## src/rtl/multicycle_ctrl.sv

```systemverilog
`default_nettype none
// +--------------------------------------------------------------------------+
// | multicycle_ctrl: RV32I-subset multi-cycle control FSM (optional PERF_CNT_EN)|
// | Revision: 1.0                                                            |
// +--------------------------------------------------------------------------+
module multicycle_ctrl #(
  parameter int XLEN = 32
) (
  input  logic            clk,
  input  logic            rst_n,
  input  logic [31:0]     Instr_i,
  input  logic            Zero_i,
  input  logic            ICache_stall_i,
  input  logic            DCache_stall_i,
  output logic            ICache_ren_o,
  output logic            DCache_ren_o,
  output logic            DCache_wen_o,
  output logic            IR_write_o,
  output logic            PC_write_o,
  output logic [1:0]      PC_sel_o,
  output logic            ALUSrcB_o,
  output logic [3:0]      ALUCtrl_o,
  output logic            RegWrite_o,
  output logic [1:0]      WBSel_o,
  output logic            Trap_o,
  output logic [XLEN-1:0] Cycle_cnt_o,
  output logic [XLEN-1:0] Retire_cnt_o
);

  typedef enum logic [2:0] {
    FETCH  = 3'd0,
    DECODE = 3'd1,
    EXEC   = 3'd2,
    MEM    = 3'd3,
    WB     = 3'd4,
    TRAP   = 3'd5
  } state_t;

  localparam logic [6:0] OP_R    = 7'b0110011;
  localparam logic [6:0] OP_I    = 7'b0010011;
  localparam logic [6:0] OP_LW   = 7'b0000011;
  localparam logic [6:0] OP_SW   = 7'b0100011;
  localparam logic [6:0] OP_BR   = 7'b1100011;
  localparam logic [6:0] OP_JAL  = 7'b1101111;
  localparam logic [6:0] OP_JALR = 7'b1100111;

  localparam logic [3:0] ALU_ADD = 4'd0;
  localparam logic [3:0] ALU_SUB = 4'd1;
  localparam logic [3:0] ALU_AND = 4'd2;
  localparam logic [3:0] ALU_OR  = 4'd3;
  localparam logic [3:0] ALU_XOR = 4'd4;
  localparam logic [3:0] ALU_SLT = 4'd5;
  localparam logic [3:0] ALU_SLL = 4'd6;
  localparam logic [3:0] ALU_SRL = 4'd7;
  localparam logic [3:0] ALU_SRA = 4'd8;

  localparam logic [1:0] PCS_PC4 = 2'b00;
  localparam logic [1:0] PCS_IMM = 2'b01;
  localparam logic [1:0] PCS_REG = 2'b10;

  localparam logic [1:0] WBS_ALU = 2'b00;
  localparam logic [1:0] WBS_MEM = 2'b01;
  localparam logic [1:0] WBS_PC4 = 2'b10;

  state_t state, state_next;

  logic [6:0] opcode;
  logic [2:0] funct3;
  logic       funct7_b5;
  logic [4:0] rd;
  logic       unused_instr_bits;

  assign opcode            = Instr_i[6:0];
  assign rd                = Instr_i[11:7];
  assign funct3            = Instr_i[14:12];
  assign funct7_b5         = Instr_i[30];
  assign unused_instr_bits = ^{Instr_i[31], Instr_i[29:15]};

  logic is_r, is_i, is_lw, is_sw, is_br, is_jal, is_jalr, legal, br_taken;
  logic [3:0] alu_op;

  assign is_r    = (opcode == OP_R);
  assign is_i    = (opcode == OP_I);
  assign is_lw   = (opcode == OP_LW);
  assign is_sw   = (opcode == OP_SW);
  assign is_br   = (opcode == OP_BR);
  assign is_jal  = (opcode == OP_JAL);
  assign is_jalr = (opcode == OP_JALR);
  // Only BEQ (000) and BNE (001) are supported branches.
  assign legal   = is_r | is_i | is_lw | is_sw | is_jal | is_jalr |
                   (is_br && (funct3[2:1] == 2'b00));
  assign br_taken = funct3[0] ? !Zero_i : Zero_i;

  // funct7[5] only selects SUB for register-register adds; ADDI ignores it.
  always_comb begin
    alu_op = ALU_ADD;
    case (funct3)
      3'b000:  alu_op = (is_r && funct7_b5) ? ALU_SUB : ALU_ADD;
      3'b111:  alu_op = ALU_AND;
      3'b110:  alu_op = ALU_OR;
      3'b100:  alu_op = ALU_XOR;
      3'b010:  alu_op = ALU_SLT;
      3'b001:  alu_op = ALU_SLL;
      3'b101:  alu_op = funct7_b5 ? ALU_SRA : ALU_SRL;
      default: alu_op = ALU_ADD;
    endcase
  end

  always_ff @(posedge clk) begin
    if (!rst_n) state <= FETCH;
    else        state <= state_next;
  end

  always_comb begin
    state_next   = state;
    ICache_ren_o = 1'b0;
    DCache_ren_o = 1'b0;
    DCache_wen_o = 1'b0;
    IR_write_o   = 1'b0;
    PC_write_o   = 1'b0;
    PC_sel_o     = PCS_PC4;
    ALUSrcB_o    = 1'b0;
    ALUCtrl_o    = ALU_ADD;
    RegWrite_o   = 1'b0;
    WBSel_o      = WBS_ALU;
    Trap_o       = 1'b0;
    // While reset is held every output stays quiet, including the fetch request.
    if (rst_n) begin
      case (state)
        FETCH: begin
          ICache_ren_o = 1'b1;
          if (!ICache_stall_i) begin
            IR_write_o = 1'b1;
            state_next = DECODE;
          end
        end
        DECODE: state_next = legal ? EXEC : TRAP;
        EXEC: begin
          state_next = WB;
          if (is_r) begin
            ALUCtrl_o = alu_op;
          end else if (is_i) begin
            ALUSrcB_o = 1'b1;
            ALUCtrl_o = alu_op;
          end else if (is_lw || is_sw) begin
            ALUSrcB_o  = 1'b1;
            state_next = MEM;
          end else if (is_br) begin
            ALUCtrl_o  = ALU_SUB;
            PC_write_o = 1'b1;
            PC_sel_o   = br_taken ? PCS_IMM : PCS_PC4;
            state_next = FETCH;
          end else if (is_jal) begin
            PC_sel_o = PCS_IMM;
          end else if (is_jalr) begin
            ALUSrcB_o = 1'b1;
            PC_sel_o  = PCS_REG;
          end else begin
            state_next = TRAP;
          end
        end
        MEM: begin
          DCache_ren_o = is_lw;
          DCache_wen_o = !is_lw;
          if (!DCache_stall_i) begin
            if (is_lw) begin
              state_next = WB;
            end else begin
              PC_write_o = 1'b1;
              state_next = FETCH;
            end
          end
        end
        WB: begin
          RegWrite_o = (rd != 5'd0);
          if (is_lw)                 WBSel_o = WBS_MEM;
          else if (is_jal || is_jalr) WBSel_o = WBS_PC4;
          PC_write_o = 1'b1;
          if (is_jal)       PC_sel_o = PCS_IMM;
          else if (is_jalr) PC_sel_o = PCS_REG;
          state_next = FETCH;
        end
        TRAP: Trap_o = 1'b1;
        default: state_next = FETCH;
      endcase
    end
  end

`ifdef PERF_CNT_EN
  logic [XLEN-1:0] cycle_cnt;
  logic [XLEN-1:0] retire_cnt;

  always_ff @(posedge clk) begin
    if (!rst_n) begin
      cycle_cnt  <= '0;
      retire_cnt <= '0;
    end else begin
      cycle_cnt <= cycle_cnt + XLEN'(1);
      if (PC_write_o) retire_cnt <= retire_cnt + XLEN'(1);
    end
  end

  assign Cycle_cnt_o  = cycle_cnt;
  assign Retire_cnt_o = retire_cnt;
`else
  assign Cycle_cnt_o  = '0;
  assign Retire_cnt_o = '0;
`endif

endmodule
`default_nettype wire

```

## config.mk

```make
export PLATFORM = sky130hd
export DESIGN_NAME = multicycle_ctrl
export DESIGN_NICKNAME = d
export VERILOG_FILES = /design/src/rtl/multicycle_ctrl.sv
export SDC_FILE = /design/constraint.sdc
export NUM_CORES = 1
export LEC_CHECK = 0
export CAP_MARGIN = 10
export CORE_AREA = 2 2 71 56
export CTS_CLUSTER_SIZE = 16
export DETAILED_ROUTE_END_ITERATION = 6
export DIE_AREA = 0 0 73 58
export GPL_ROUTABILITY_DRIVEN = 0
export PLACE_DENSITY = 0.91
export SKIP_LAST_GASP = 1
export SYNTH_ARGS = -nofsm -noshare
export SYNTH_HDL_FRONTEND = slang
export SYNTH_SLANG_ARGS = --single-unit
```

## constraint.sdc

```tcl
create_clock -name clk -period 2.2 [get_ports clk]
set_input_delay 0.22 -clock clk [delete_from_list [all_inputs] [get_ports clk]]
set_output_delay 0.22 -clock clk [all_outputs]
set_load 0.01 [all_outputs]
```

==> run_results.csv <==
group,metric,value,unit
grt,grt_use_total,11.2,%
floorplanning,core-area,3540,um^2
sta,fin_crit_sh,98.0,%
clocking,clock_latency,0.21,ns
grt,grt_first_pass_wirelength,3.84,mm
clocking,clock-sinks,3,
power_and_ir_drop,power.density,295,nW/um^2
logic_synthesis,synthDistinctLibCells,40,
grt,grt_max_degree,9,
setup_path,crit_type,"in2out",
logic_synthesis,synth_cells,148,
logic_synthesis,yosysTopAreaCellShare,45.9,%
cells_and_area,seqCellArea,60.1,um^2
cells_and_area,finalNetCount,247,
power_and_ir_drop,p_leak,0.745,nW
clocking,cts.clk_slew.worst_paths,0.03,ns
sta,drv_slew,0,
floorplanning,io_pins,117,
cells_and_area,layout-drive-gt1-share,19.6,%
logic_synthesis,synthTopCellsByCount,"65 x buf_4, 12 x nor2_1, 10 x nand2_1, 7 x a21oi_1, 6 x nor3_1",
setup_path,arrival,1.94,ns
drt,totalWireLength,2.57,mm
floorplanning,die_h,58,um
floorplanning,die_area,4230,um^2
sta,fmax,0.464,GHz
drt,wl_per_cell,10.2,um
drt,via_per_inst,4.07,
placement,dp_hpwl,2.22,mm
setup_path,cp_slowest_cell,"clkdlybuf4s50_1",
clocking,cts_root_buffer,"clkbuf_8",
setup_path,crit_path_cell_trace,"clkdlybuf4s50_1, and4bb_4, buf_4, nand4b_2, a2111oi_2, dlygate4sd2_1",
sta,fin_tns_setup,0,ns
placement,dpl.cell_count,245,
floorplanning,fp-row-count,19,
cells_and_area,multi_input_area,734,um^2
grt,antenna_found_initial,0,
sta,setup_viol,0,
drt,drc_errors,0,
setup_path,end_kind,"primary output",
outcome,status,"completed",
drt,drtIter0Drc,27,
clocking,cts_inserted_buffers,3,
logic_synthesis,synth_area_per_cell,7.19,um^2
logic_synthesis,ys_warn_count,0,
drt,postRouteAntennaNets,0,
sta,rsz0062_at_grt,"yes",
job,cap_violations,0,
placement,io_buffer_count,36,
logic_synthesis,yosysTopAreaCell,"buf_4",
sta,final_hold_viol_count,0,
sta,finClkSkew,0.00227,ns
clocking,cts_htree_levels,1,
cells_and_area,top_register,"state",
drt,vias,1021,
cells_and_area,num_antenna_cells,0,
sta,fin_crit,2.16,ns
clocking,tritoncts,"yes",
logic_synthesis,synth_area_leaders,"buf_4 46%, dfxtp_1 5.6%, nor2_1 4.2%",
cells_and_area,area_growth,35.3,%
clocking,clockBufferDepth,2,
cells_and_area,top_regs,"state x3",
logic_synthesis,syn-cell-area,1060,um^2
logic_synthesis,async_reset_ff_share,0,%
drt,drt-pass1-iter-count,4,
logic_synthesis,yosysMostFrequentCell,"buf_4",
setup_path,cp-start-kind,"input port",
logic_synthesis,synth_edf_count,0,
floorplanning,die_w,73,um
setup_path,cpPeakStageDelay,0.42,ns
grt,grt_pass1_vias,878,
cells_and_area,fillCellCount,362,
logic_synthesis,ys_ff_latch,3,
logic_synthesis,yosysSeqAreaShare,5.65,%
cells_and_area,largest_reg_flops,3,
grt,overflow,0,
power_and_ir_drop,ir_drop,0.195,mV
setup_path,critPathMaxFanout,4,
logic_synthesis,ys.flop_type,"dfxtp_1",
setup_path,cp.required,1.98,ns
hold_path,min_path_type,"reg2reg",
setup_path,crit_buf_inv,3,
floorplanning,start_util,30.0,%
cells_and_area,final_cells,251,
setup_path,crit_family,"buffers and inverters",
[area by class of cell]
type | count | area share (%)
timing repair buffer | 61 | 37.5
inverter | 2 | 0.522
sequential | 3 | 4.17
clock buffer | 4 | 3.13
tap | 42 | 3.65
multi-input combinational | 139 | 51.0
[tightest hold or removal path, delay by kind of cell, from the launching register on]
kind | cells | cell delay, ns
buffers and inverters | 1 | 0.14
DFF | 1 | 0.32
and+or+nand+nor | 1 | 0.05
[cells by family (layout without fill, tap and decap cells)]
kind of cell	Yosys count	in the layout	share of synthesized area [%]
xor+xnor	1	1	0.824
other cells	1	64	0.353
flops	3	3	5.65
buf+inv	69	67	48.0
compound gates	22	22	15.8
simple gates	52	52	29.4
[metal layers]
| layer | up-vias | track usage (%) | wire length [um] | part of all wire (%) |
|---|---|---|---|---|
| met2 | 57 | 20.7 | 1360 | 53 |
| met1 | 465 | 14.1 | 1030 | 40 |
| li1 | 499 | - | - | - |
| met4 | 0 | 1.59 | 0 | 0 |
| met5 | - | 0 | 0 | 0 |
| met3 | 0 | 1.57 | 188 | 7.3 |
[worst paths after layout]
kind | slack [ns] | cells after the start | from | end
worst max-delay path | 0.04 | 6 | Instr_i[2] | ALUCtrl_o[2]
worst min-delay path | 0.56 | 2 | state[2] | state[1]
worst max register to register | 1.10 | 4 | state[0] | state[0]
worst min register to register | 0.56 | 2 | state[2] | state[1]
[cells in the final DEF, fill, tap and decap left out, drive strengths merged, types with 3 or more instances in the layout]
master         Yosys  routed
nand2b             4       4
conb               1      64
dfxtp              3       3
buf               67      25
nor3               6       6
dlygate4sd2        0      11
clkdlybuf4s50      0      23
nor2              12      12
nand2             10      10
o21ai              5       5
clkbuf             0       4
a21oi              7       7
nand3              5       5
[power by group]
part	internal [mW]	switching (mW)	total, mW
combinational	0.0874	0.118	0.205
clock	0.123	0.0336	0.157
sequential	0.0594	0.00238	0.0618
[what timing repair did]
| action | 4_1_cts | 5_1_grt |
|---|---|---|
| hold buffers | 0 | 0 |
| pin swaps | 1 | 2 |
| gates resized for setup | 12 | 2 |
| buffers inserted | 0 | 2 |
| setup endpoints to repair | 11 | 3 |
[through the flow]
stage	util, %	setup slack (ns)	total power [mW]	hold slack, ns	area, um^2
after floorplan	-	0.626	0.257	0.367	1300
after global placement	39.0	-0.207	0.259	0.533	1380
after detailed placement	39.0	-0.237	0.265	0.546	1380
after CTS	40.1	-0.0942	0.423	0.552	1420
after global routing	40.6	-0.0452	0.453	0.568	1440
final	40.6	0.0433	0.424	0.558	1440
Note: power is estimated with default switching activity, not from simulation.
